$ cat config.mk
export PLATFORM = sky130hd
export DESIGN_NAME = tx_burst_ctrl
export DESIGN_NICKNAME = d
export VERILOG_FILES = /design/src/rtl/tx_radar_pkg.sv /design/src/rtl/tx_cfg_check.sv /design/src/rtl/tx_burst_ctrl.sv
export SDC_FILE = /design/constraint.sdc
export NUM_CORES = 1
export LEC_CHECK = 0
export ABC_AREA = 1
export CORE_UTILIZATION = 35
export DETAILED_ROUTE_END_ITERATION = 12
export GPL_TIMING_DRIVEN = 0
export SYNTH_ARGS = -nofsm -noshare
export SYNTH_HDL_FRONTEND = slang
export SYNTH_HIERARCHICAL = 1
export SYNTH_SLANG_ARGS = --single-unit
$ cat constraint.sdc
create_clock -name clk -period 2.49 [get_ports clk]
set_input_delay 0.498 -clock clk [delete_from_list [all_inputs] [get_ports clk]]
set_output_delay 0.498 -clock clk [all_outputs]
set_load 0.02 [all_outputs]
$ cat src/rtl/tx_radar_pkg.sv
// Shared types and constants for the HF radar transmit-chain controller.
//   tx_state_e : burst sequencer states
//   tx_cfg_t   : one software register set (shadow / staging payload)
package tx_radar_pkg;

    localparam int unsigned CFG_W        = 32;
    localparam int unsigned TX_MAX_DIG   = 32;
    localparam int unsigned TX_GUARD_CYC = 64;

    typedef enum logic [2:0] {
        ST_IDLE  = 3'd0,
        ST_LOAD  = 3'd1,
        ST_RUN   = 3'd2,
        ST_DRAIN = 3'd3,
        ST_DONE  = 3'd4
    } tx_state_e;

    typedef struct packed {
        logic [CFG_W-1:0] phase;
        logic [CFG_W-1:0] period;
        logic [CFG_W-1:0] prt;
        logic [CFG_W-1:0] codigo;
        logic [CFG_W-1:0] num_dig;
        logic [CFG_W-1:0] t_b;
    } tx_cfg_t;

endpackage

$ cat src/rtl/tx_cfg_check.sv
// Combinational validity check of one transmit register set.
//   i_cfg       : register set under test
//   o_valid_c   : 1 when num_dig in 1..MAX_DIG, t_b/prt/period non-zero, prt > period
module tx_cfg_check
    import tx_radar_pkg::*;
#(
    parameter int unsigned MAX_DIG = TX_MAX_DIG
) (
    input  tx_cfg_t i_cfg,
    output logic    o_valid_c
);

    logic w_dig_ok;
    logic w_nonzero_ok;
    logic w_unused;

    assign w_dig_ok     = (i_cfg.num_dig != '0) && (i_cfg.num_dig <= CFG_W'(MAX_DIG));
    assign w_nonzero_ok = (i_cfg.t_b != '0) && (i_cfg.prt != '0) && (i_cfg.period != '0);
    assign o_valid_c    = w_dig_ok && w_nonzero_ok && (i_cfg.prt > i_cfg.period);

    // Phase and code word never make a register set illegal.
    assign w_unused = &{1'b0, i_cfg.phase, i_cfg.codigo};

endmodule

$ cat src/rtl/tx_burst_ctrl.sv
// Transmit burst sequencer: captures register sets into shadows, validates them,
// enables the sync generator for N pulses (or continuously) and applies live
// register updates only between sync pulses.
//   clk, rst            : ADC clock, synchronous active-low reset
//   start_i / stop_i    : burst start / stop-at-pulse-boundary requests
//   cfg_upd_i, cfg_*_i  : new software register set strobe and values
//   sinc_i              : sync output from the sync generator
//   *_o (32b)           : shadow registers to the datapath
//   tx_start_o, busy_o, done_o, cfg_err_o, pulse_cnt_o : status
module tx_burst_ctrl
    import tx_radar_pkg::*;
#(
    parameter int unsigned CNT_W     = 16,
    parameter int unsigned GUARD_CYC = TX_GUARD_CYC,
    parameter int unsigned MAX_DIG   = TX_MAX_DIG
) (
    input  logic             clk,
    input  logic             rst,
    input  logic             start_i,
    input  logic             stop_i,
    input  logic             cfg_upd_i,
    input  logic [CFG_W-1:0] cfg_phase_i,
    input  logic [CFG_W-1:0] cfg_period_i,
    input  logic [CFG_W-1:0] cfg_prt_i,
    input  logic [CFG_W-1:0] cfg_codigo_i,
    input  logic [CFG_W-1:0] cfg_num_dig_i,
    input  logic [CFG_W-1:0] cfg_t_b_i,
    input  logic [CNT_W-1:0] cfg_n_pulses_i,
    input  logic             sinc_i,
    output logic [CFG_W-1:0] phase_o,
    output logic [CFG_W-1:0] period_o,
    output logic [CFG_W-1:0] prt_o,
    output logic [CFG_W-1:0] codigo_o,
    output logic [CFG_W-1:0] num_dig_o,
    output logic [CFG_W-1:0] t_b_o,
    output logic             tx_start_o,
    output logic             busy_o,
    output logic             done_o,
    output logic             cfg_err_o,
    output logic [CNT_W-1:0] pulse_cnt_o
);

    localparam int unsigned GUARD_W = (GUARD_CYC < 1) ? 1 : $clog2(GUARD_CYC + 1);

    tx_state_e          r_state;
    tx_state_e          w_state_nxt;
    tx_cfg_t            w_cfg_in;
    tx_cfg_t            r_shadow;
    tx_cfg_t            r_staging;
    logic               r_pending;
    logic               r_sinc_d;
    logic [CNT_W-1:0]   r_n_pulses;
    logic [CNT_W-1:0]   r_pulse_cnt;
    logic [GUARD_W-1:0] r_guard;
    logic               r_tx_start;
    logic               r_busy;
    logic               r_done;
    logic               r_cfg_err;
    logic               w_in_ok;
    logic               w_stage_ok;
    logic               w_sinc_rise;
    logic               w_sinc_fall;
    logic               w_cnt_hit;
    logic               w_guard_done;

    assign w_cfg_in = '{phase:   cfg_phase_i,
                        period:  cfg_period_i,
                        prt:     cfg_prt_i,
                        codigo:  cfg_codigo_i,
                        num_dig: cfg_num_dig_i,
                        t_b:     cfg_t_b_i};

    // Same rule checks the live inputs and the staged mid-burst update.
    tx_cfg_check #(.MAX_DIG(MAX_DIG)) u_chk_in (
        .i_cfg     (w_cfg_in),
        .o_valid_c (w_in_ok)
    );

    tx_cfg_check #(.MAX_DIG(MAX_DIG)) u_chk_stage (
        .i_cfg     (r_staging),
        .o_valid_c (w_stage_ok)
    );

    assign w_sinc_rise  = sinc_i & ~r_sinc_d;
    // First low cycle after a pulse: the only safe point to swap shadows.
    assign w_sinc_fall  = ~sinc_i & r_sinc_d;
    assign w_cnt_hit    = (r_n_pulses != '0) && (r_pulse_cnt >= r_n_pulses);
    assign w_guard_done = ~sinc_i && (r_guard == GUARD_W'(GUARD_CYC));

    // State register.
    always_ff @(posedge clk) begin
        if (!rst) begin
            r_state <= ST_IDLE;
        end else begin
            r_state <= w_state_nxt;
        end
    end

    // Next-state decode.
    always_comb begin
        w_state_nxt = r_state;
        case (r_state)
            ST_IDLE:  if (start_i) w_state_nxt = ST_LOAD;
            ST_LOAD:  w_state_nxt = w_in_ok ? ST_RUN : ST_IDLE;
            ST_RUN:   if (stop_i || w_cnt_hit) w_state_nxt = ST_DRAIN;
            ST_DRAIN: if (w_guard_done) w_state_nxt = ST_DONE;
            ST_DONE:  w_state_nxt = ST_IDLE;
            default:  w_state_nxt = ST_IDLE;
        endcase
    end

    // Registered status, shadows, staging and counters.
    always_ff @(posedge clk) begin
        if (!rst) begin
            r_sinc_d    <= 1'b0;
            r_tx_start  <= 1'b0;
            r_busy      <= 1'b0;
            r_done      <= 1'b0;
            r_cfg_err   <= 1'b0;
            r_pending   <= 1'b0;
            r_shadow    <= '0;
            r_staging   <= '0;
            r_n_pulses  <= '0;
            r_pulse_cnt <= '0;
            r_guard     <= '0;
        end else begin
            r_sinc_d   <= sinc_i;
            r_tx_start <= (w_state_nxt == ST_RUN);
            r_busy     <= (w_state_nxt != ST_IDLE);
            r_done     <= (w_state_nxt == ST_DONE);

            case (r_state)
                ST_IDLE: begin
                    r_pending <= 1'b0;
                    if (start_i) begin
                        r_cfg_err <= 1'b0;
                    end else if (cfg_upd_i) begin
                        if (w_in_ok) r_shadow  <= w_cfg_in;
                        else         r_cfg_err <= 1'b1;
                    end
                end
                ST_LOAD: begin
                    r_n_pulses  <= cfg_n_pulses_i;
                    r_pulse_cnt <= '0;
                    if (w_in_ok) r_shadow  <= w_cfg_in;
                    else         r_cfg_err <= 1'b1;
                end
                ST_RUN: begin
                    if (w_sinc_rise && (r_pulse_cnt != {CNT_W{1'b1}}))
                        r_pulse_cnt <= r_pulse_cnt + CNT_W'(1);
                    if (w_sinc_fall && r_pending) begin
                        r_pending <= 1'b0;
                        if (w_stage_ok) r_shadow  <= r_staging;
                        else            r_cfg_err <= 1'b1;
                    end
                    // A strobe on the boundary cycle is staged for the next boundary.
                    if (cfg_upd_i) begin
                        r_pending <= 1'b1;
                        r_staging <= w_cfg_in;
                    end
                end
                default: begin
                    r_pending <= 1'b0;
                end
            endcase

            // Guard timer restarts whenever sync is high during drain.
            if (r_state == ST_DRAIN) begin
                if (sinc_i)             r_guard <= '0;
                else if (!w_guard_done) r_guard <= r_guard + GUARD_W'(1);
            end else begin
                r_guard <= '0;
            end
        end
    end

    assign phase_o     = r_shadow.phase;
    assign period_o    = r_shadow.period;
    assign prt_o       = r_shadow.prt;
    assign codigo_o    = r_shadow.codigo;
    assign num_dig_o   = r_shadow.num_dig;
    assign t_b_o       = r_shadow.t_b;
    assign tx_start_o  = r_tx_start;
    assign busy_o      = r_busy;
    assign done_o      = r_done;
    assign cfg_err_o   = r_cfg_err;
    assign pulse_cnt_o = r_pulse_cnt;

endmodule

==> results.json, run 1 <==
{
  "synthFlopType": "dfxtp_1",
  "yosysMostFrequentCell": "o21ai_0",
  "worst_pin_slew_ns": 0.954,
  "synth_largest_area_cell": "dfxtp_1",
  "post_drt_wl_per_cell_microns": 18.6,
  "gp_congestion": 0.897,
  "crit_fanout": 6,
  "hold_end": "r_staging[96]",
  "p_leak_nw": 11.8,
  "finalHoldViolations": 0,
  "violations": "negative setup slack",
  "grt_max_degree": 14,
  "period_share_pct": 110,
  "grt_setup_unrepaired": "true",
  "hold-path-cell-count": 3,
  "ys_types": 36,
  "ios": 426,
  "dr.pass1.iters": 5,
  "ys_seq_area_share_pct": 41.9,
  "maxCapViolCount": 0,
  "whs_ns": 0.252,
  "cts_root_buf": "clkbuf_16",
  "peakVddDrop_v": 0.000448,
  "grt_pass1_wl_microns": 118000,
  "portBuffers": 424,
  "cp.arrival_ns": 3.24,
  "vias": 21400,
  "clockBufferDepth": 3,
  "wl_microns": 80600,
  "grt_pass1_vias": 20200,
  "viasPerCell": 4.93,
  "outcome": "complete, but fails checks",
  "cts_tree": "built",
  "syn_inst": 3019,
  "dieHeight_microns": 245,
  "final_antenna_net_count": 0,
  "power.density_nw_per_um2": 545,
  "rrSetupSlack_ns": -0.24,
  "synth_seq_cells": 432,
  "fin_cells": 4342,
  "ys_top_cells_by_area": "dfxtp_1 42%, o21ai_0 13%, a21oi_1 9.6%, nand2_1 8.7%, inv_1 8.2%",
  "start_kind": "register",
  "yosys.area.top_type_share_pct": 41.9,
  "endpoint_kind": "register",
  "slew_headroom_pct": 36.4,
  "grt_util_all_layers_pct": 25.8,
  "postSynthAreaPerCell_sq_um": 6.84,
  "die-area_sq_um": 60000,
  "hold_start": "cfg_prt_i[0]",
  "min_path_type": "input port to register",
  "synth_area_sq_um": 20600,
  "synth-edff-count": 0,
  "hold_buffers": 0,
  "clk_latency_ns": 0.60,
  "remaining_drc_errors": 0,
  "layout-drive-gt1-share_pct": 10.3,
  "antenna_found_initial": 13,
  "cts_made_buffers": 50,
  "power_mw": 16.1,
  "cp.required_ns": 3.00,
  "max_freq_mhz": 366,
  "setup.worst_path.class": "register to register",
  "async_reset_ff_share_pct": 0,
  "cts_sinks": 432,
  "dp_slack_ns": -2.27,
  "worst_r2r_endpoint": "t_b_o[15]",
  "finalCriticalPeriod_ns": 2.73,
  "synthTopCellsByCount": "521 x o21ai_0, 478 x nand2_1, 453 x inv_1",
  "setup_violations": 218,
  "place_inst": 4208,
  "overflow": 0,
  "place.detailed.hpwl_microns": 59300,
  "rows": 88,
  "rr_startpoint": "r_staging[154]",
  "core_sq_um": 58000,
  "drt_first_iter_violations": 1493,
  "setup_ws_ns": -0.240,
  "clkSlewWorstSetupHoldPaths_ns": 0.06,
  "start_util_pct": 35.6,
  "finalMaxSlewViolations": 0,
  "tns_ns": -32.91,
  "num-nets-final": 3829,
  "die-width_microns": 245,
  "syn_nets": 3316,
  "skew_ns": 0.0217,
  "worst_r2r_path_depth": 19,
  "cts_max_level": 2,
  "ys.warnings.count": 6,
  "area_delta_synth_final_pct": 42.9,
  "fill_cells": 5854
}
[metrics by stage]
step	utilization [%]	cell area [sq um]
after floorplan	-	20600
after global placement	44.5	25800
after detailed placement	44.5	25800
after CTS	49.7	28800
after global routing	50.8	29500
final	50.8	29500
[cell families after synthesis]
| kind of cell | share of synthesized area (%) |
|---|---|
| AOI/OAI and AO/OA | 23.1 |
| xor gates and xnor gates | 0.497 |
| adders and majority gates | 5.03 |
| buffers and inverters | 11.9 |
| DFF | 41.9 |
| and+or+nand+nor | 17.6 |
[worst max-delay path: stages (launching register included)]
cell	delay (ns)
dfxtp_2	0.34
inv_1	0.05
ha_1	0.30
nand2_2	0.08
nor2_4	0.13
nand2_4	0.08
nor2_4	0.15
nand2_2	0.10
nand3_2	0.07
nor2_2	0.05
nand2_2	0.09
inv_2	0.05
or2_4	0.23
o2111ai_4	0.07
buf_12	0.16
buf_12	0.13
clkbuf_16	0.18
clkbuf_16	0.15
o21ai_1	0.06
a21oi_1	0.14
[metal layers]
layer  share of wire [%]  routed length (microns)  up-vias  global-route usage, %
met5                0.13                      102        -                      0
met4                 3.1                     2480       18                   8.13
met3                 6.8                     5460      158                   5.83
met2                  47                    37600      677                   42.7
met1                  43                    35000     9813                   33.1
li1                    -                        -    10800                      -
[cell usage in the layout (no fill, tap or decap), types with 10 or more instances in the layout]
master	n
dlymetal6s2s_1	13
inv_1	445
clkdlybuf4s50_1	362
o21ai_0	394
o21ai_1	78
dfxtp_1	398
nor2_1	318
buf_4	15
clkbuf_16	59
buf_8	21
buf_1	10
clkbuf_1	127
dlygate4sd2_1	43
dfxtp_2	31
nand2_1	468
ha_1	72
clkbuf_8	14
o21ai_4	19
ha_4	11
inv_2	15
buf_12	19
a21oi_1	372
nand3_1	34
clkinv_2	14
nand4_1	35
a21oi_2	24
o21ai_2	53
[sequential cells by signal, summed over array words and instances, names as in the netlist, 3 cells and up]
name,cells
num_dig_o,32
r_guard,7
period_o,32
t_b_o,32
r_n_pulses,16
r_staging,192
pulse_cnt_o,16
r_state,3
codigo_o,32
prt_o,32
phase_o,32
[report_power, final]
group	leakage, nW	switching [mW]	internal, mW
logic	7.47	0.719	0.547
registers	3.50	0.0127	6.93
clock network	0.872	3.10	4.77
total	11.8	3.83	12.3
[area by class of cell]
class / instances / area [sq um] / area share (%)
tap: 765 / 957 / 3.24
buffer: 178 / 1180 / 4.00
antenna: 4 / 10.0 / 0.0339
clock buffer: 69 / 1440 / 4.89
timing repair buffer: 461 / 4850 / 16.5
sequential: 432 / 8700 / 29.5
multi-input combinational: 1949 / 10300 / 35.0
inverter: 460 / 1730 / 5.85
clock inverter: 24 / 305 / 1.03
[repair_timing]
item	4_1_cts	5_1_grt
pin swaps	18	19
gates resized for setup	412	141
setup buffers	16	9
gates cloned	9	7
setup endpoints to repair	376	369
[how the worst max path moves through the flow]
stage                           startpoint            end  slack [ns]  cells after the start
after CTS                   r_staging[150]    period_o[2]       -0.22                     20
after global routing        r_staging[154]      t_b_o[18]       -0.31                     19
after global placement    cfg_period_i[31]    codigo_o[5]       -2.19                     16
after detailed placement  cfg_period_i[31]    codigo_o[5]       -2.27                     16
final                       r_staging[154]      t_b_o[15]       -0.24                     19
after floorplan           cfg_period_i[31]  num_dig_o[10]        0.11                     15
No activity file was read; power rests on OpenSTA's default activity.
==> run 2: changes to the inputs <==
Clock period 2.49 ns to 3.18 ns, I/O delays scaled along.
==> run 2 against run 1 <==
  * Die area is the same
  * The run now ends clean
  * Non-clock buffer count shrank 36
  * Critical path type is now input port to register
  * Cell count shrank 0.85%
  * Combinational power shrank 26%
  * Critical path depth shrank 2
  * Clock skew shrank 0.0035 ns
  * Worst setup slack gained 0.36 ns
  * Global-route usage shrank 0.50 points
  * Largest cell class unchanged
  * Clock power shrank 22%
  * Register-to-register slack gained 0.41 ns
  * Sequential share of layout area grew 1.7 points
==> results.json, run 2 (synthesis results as in run 1) <==
{
  "ios": 426,
  "rrSetupSlack_ns": 0.17,
  "layout-drive-gt1-share_pct": 4.44,
  "portBuffers": 424,
  "rows": 88,
  "cts_tree": "built",
  "worst_r2r_path_depth": 15,
  "hold_start": "num_dig_o[8]",
  "remaining_drc_errors": 0,
  "area_delta_synth_final_pct": 34.6,
  "cp.required_ns": 3.65,
  "place.detailed.hpwl_microns": 59300,
  "whs_ns": 0.442,
  "most-common-layout-cells": "516 x o21ai_0, 476 x nand2_1, 453 x inv_1, 431 x dfxtp_1, 399 x clkdlybuf4s50_1",
  "endpoint_kind": "register",
  "fin_cells": 4305,
  "clk_latency_ns": 0.60,
  "finalCriticalPeriod_ns": 3.06,
  "cp.arrival_ns": 3.53,
  "cts_max_level": 2,
  "power.density_nw_per_um2": 452,
  "max_freq_mhz": 327,
  "p_switching_mw": 2.97,
  "mostFrequentLayoutCell": "o21ai_0",
  "p_leak_nw": 11.1,
  "wl_microns": 77900,
  "drt_first_iter_violations": 1412,
  "intPower_mw": 9.59,
  "hold_buffers": 0,
  "final_antenna_net_count": 0,
  "grt_pass1_wl_microns": 116000,
  "place_inst": 4208,
  "finalMaxSlewViolations": 0,
  "peakVddDrop_v": 0.000346,
  "rr_startpoint": "r_staging[50]",
  "power_mw": 12.6,
  "cts_root_buf": "clkbuf_16",
  "antenna_found_initial": 12,
  "clockBufferDepth": 3,
  "skew_ns": 0.0182,
  "setup_violations": 0,
  "grt_util_all_layers_pct": 25.3,
  "largest_reg_flops": 192,
  "cts_made_buffers": 50,
  "dr.pass1.iters": 6,
  "setup.worst_path.class": "input port to register",
  "finalHoldViolations": 0,
  "worst_pin_slew_ns": 1.17,
  "grt_setup_unrepaired": "true",
  "grt_pass1_vias": 19900,
  "tns_ns": 0,
  "combPwrFrac_pct": 7.5,
  "crit_fanout": 10,
  "hold_end": "num_dig_o[8]",
  "max_flop_register": "r_staging",
  "die-area_sq_um": 60000,
  "start_kind": "input port",
  "vias": 21000,
  "num-nets-final": 3793,
  "viasPerCell": 4.87,
  "die-width_microns": 245,
  "p_clk_share_pct": 49.1,
  "power_frac_seq_pct": 43.3,
  "overflow": 0,
  "p_sw_share_pct": 23.6,
  "core_sq_um": 58000,
  "post_drt_wl_per_cell_microns": 18.1,
  "min_path_type": "register to register",
  "period_share_pct": 96.2,
  "dieHeight_microns": 245,
  "gp_congestion": 0.897,
  "cts_sinks": 432,
  "start_util_pct": 35.6,
  "outcome": "complete, no violations",
  "maxCapViolCount": 0,
  "grt_max_degree": 14,
  "hold-path-cell-count": 2,
  "clkSlewWorstSetupHoldPaths_ns": 0.06,
  "slew_headroom_pct": 21.9,
  "worst_r2r_endpoint": "period_o[19]"
}
run 2: cell count changes in the layout (fill, tap and decap cells not counted), sizes merged:
cell	change
diode	-1
clkdlybuf4s50	+37
clkdlybuf4s15	-5
dlymetal6s2s	+5
buf	-37
dlygate4sd2	-36
run 2: area by class of cell:
type	count	area (sq um)
diodes	3	7.51
plain buffers	178	808
clock buffers	69	1440
clock inverters	24	305
fillers	6015	30200
inverters	460	1730
multi-input cells	1949	9580
flip-flops and latches	432	8650
well taps	765	957
repair buffers	425	4300
run 2: worst max-delay path by stage:
stage | slack (ns) | from | depth (start not counted) | end
after floorplan | 0.66 | cfg_period_i[31] | 15 | num_dig_o[10]
after global placement | -1.64 | cfg_period_i[31] | 16 | codigo_o[5]
after detailed placement | -1.72 | cfg_period_i[31] | 16 | codigo_o[5]
after CTS | 0.0001 | cfg_period_i[28] | 18 | codigo_o[30]
after global routing | -0.03 | r_staging[149] | 18 | t_b_o[16]
final | 0.12 | cfg_period_i[0] | 17 | period_o[19]
run 2: per-layer routing:
metal / part of all wire, % / vias to the layer above / global-route usage [%]
li1: - / 10700 / -
met1: 44 / 9531 / 32.9
met2: 46 / 620 / 41.8
met3: 6.9 / 123 / 5.64
met4: 2.7 / 16 / 7.06
met5: 0.13 / - / 0
run 2: worst max-delay path, stage by stage:
cell and delay [ns]:
clkdlybuf4s50_1 0.70, ha_1 0.31, nand2_1 0.07, nor2_1 0.04, nand2_1 0.06, nor2_1 0.04
nand2_2 0.12, nand3_1 0.14, nor2_1 0.18, nand2_1 0.08, inv_1 0.15, o2111ai_4 0.13
buf_12 0.18, buf_12 0.16, clkbuf_4 0.18, o21ai_0 0.27, a21oi_1 0.06
run 2: repair_timing:
action | in CTS | in global routing
pin swaps | 1 | 1
setup endpoints to repair | 192 | 191
resized for setup | 37 | 36
buffers inserted | 1 | 0
run 2: metrics by stage:
| stage | utilization, % | worst slack, ns | cell area (sq um) |
|---|---|---|---|
| 2_1_floorplan | - | 0.662 | 20600 |
| 3_3_place_gp | 44.5 | -1.64 | 25800 |
| 3_5_place_dp | 44.5 | -1.72 | 25800 |
| 4_1_cts | 47.7 | 0.000139 | 27700 |
| 5_1_grt | 47.9 | -0.0263 | 27800 |
| 6_report | 47.9 | 0.120 | 27800 |
run 2: power by group through the flow:
| stage | sequential, mW | combinational (mW) | clock (mW) |
|---|---|---|---|
| 2_1_floorplan | 5.56 | 0.409 | 0 |
| 3_3_place_gp | 5.56 | 0.938 | 0 |
| 3_5_place_dp | 5.56 | 0.941 | 0 |
| 4_1_cts | 5.44 | 0.945 | 6.28 |
| 5_1_grt | 5.44 | 1.05 | 6.48 |
| 6_report | 5.44 | 0.946 | 6.17 |
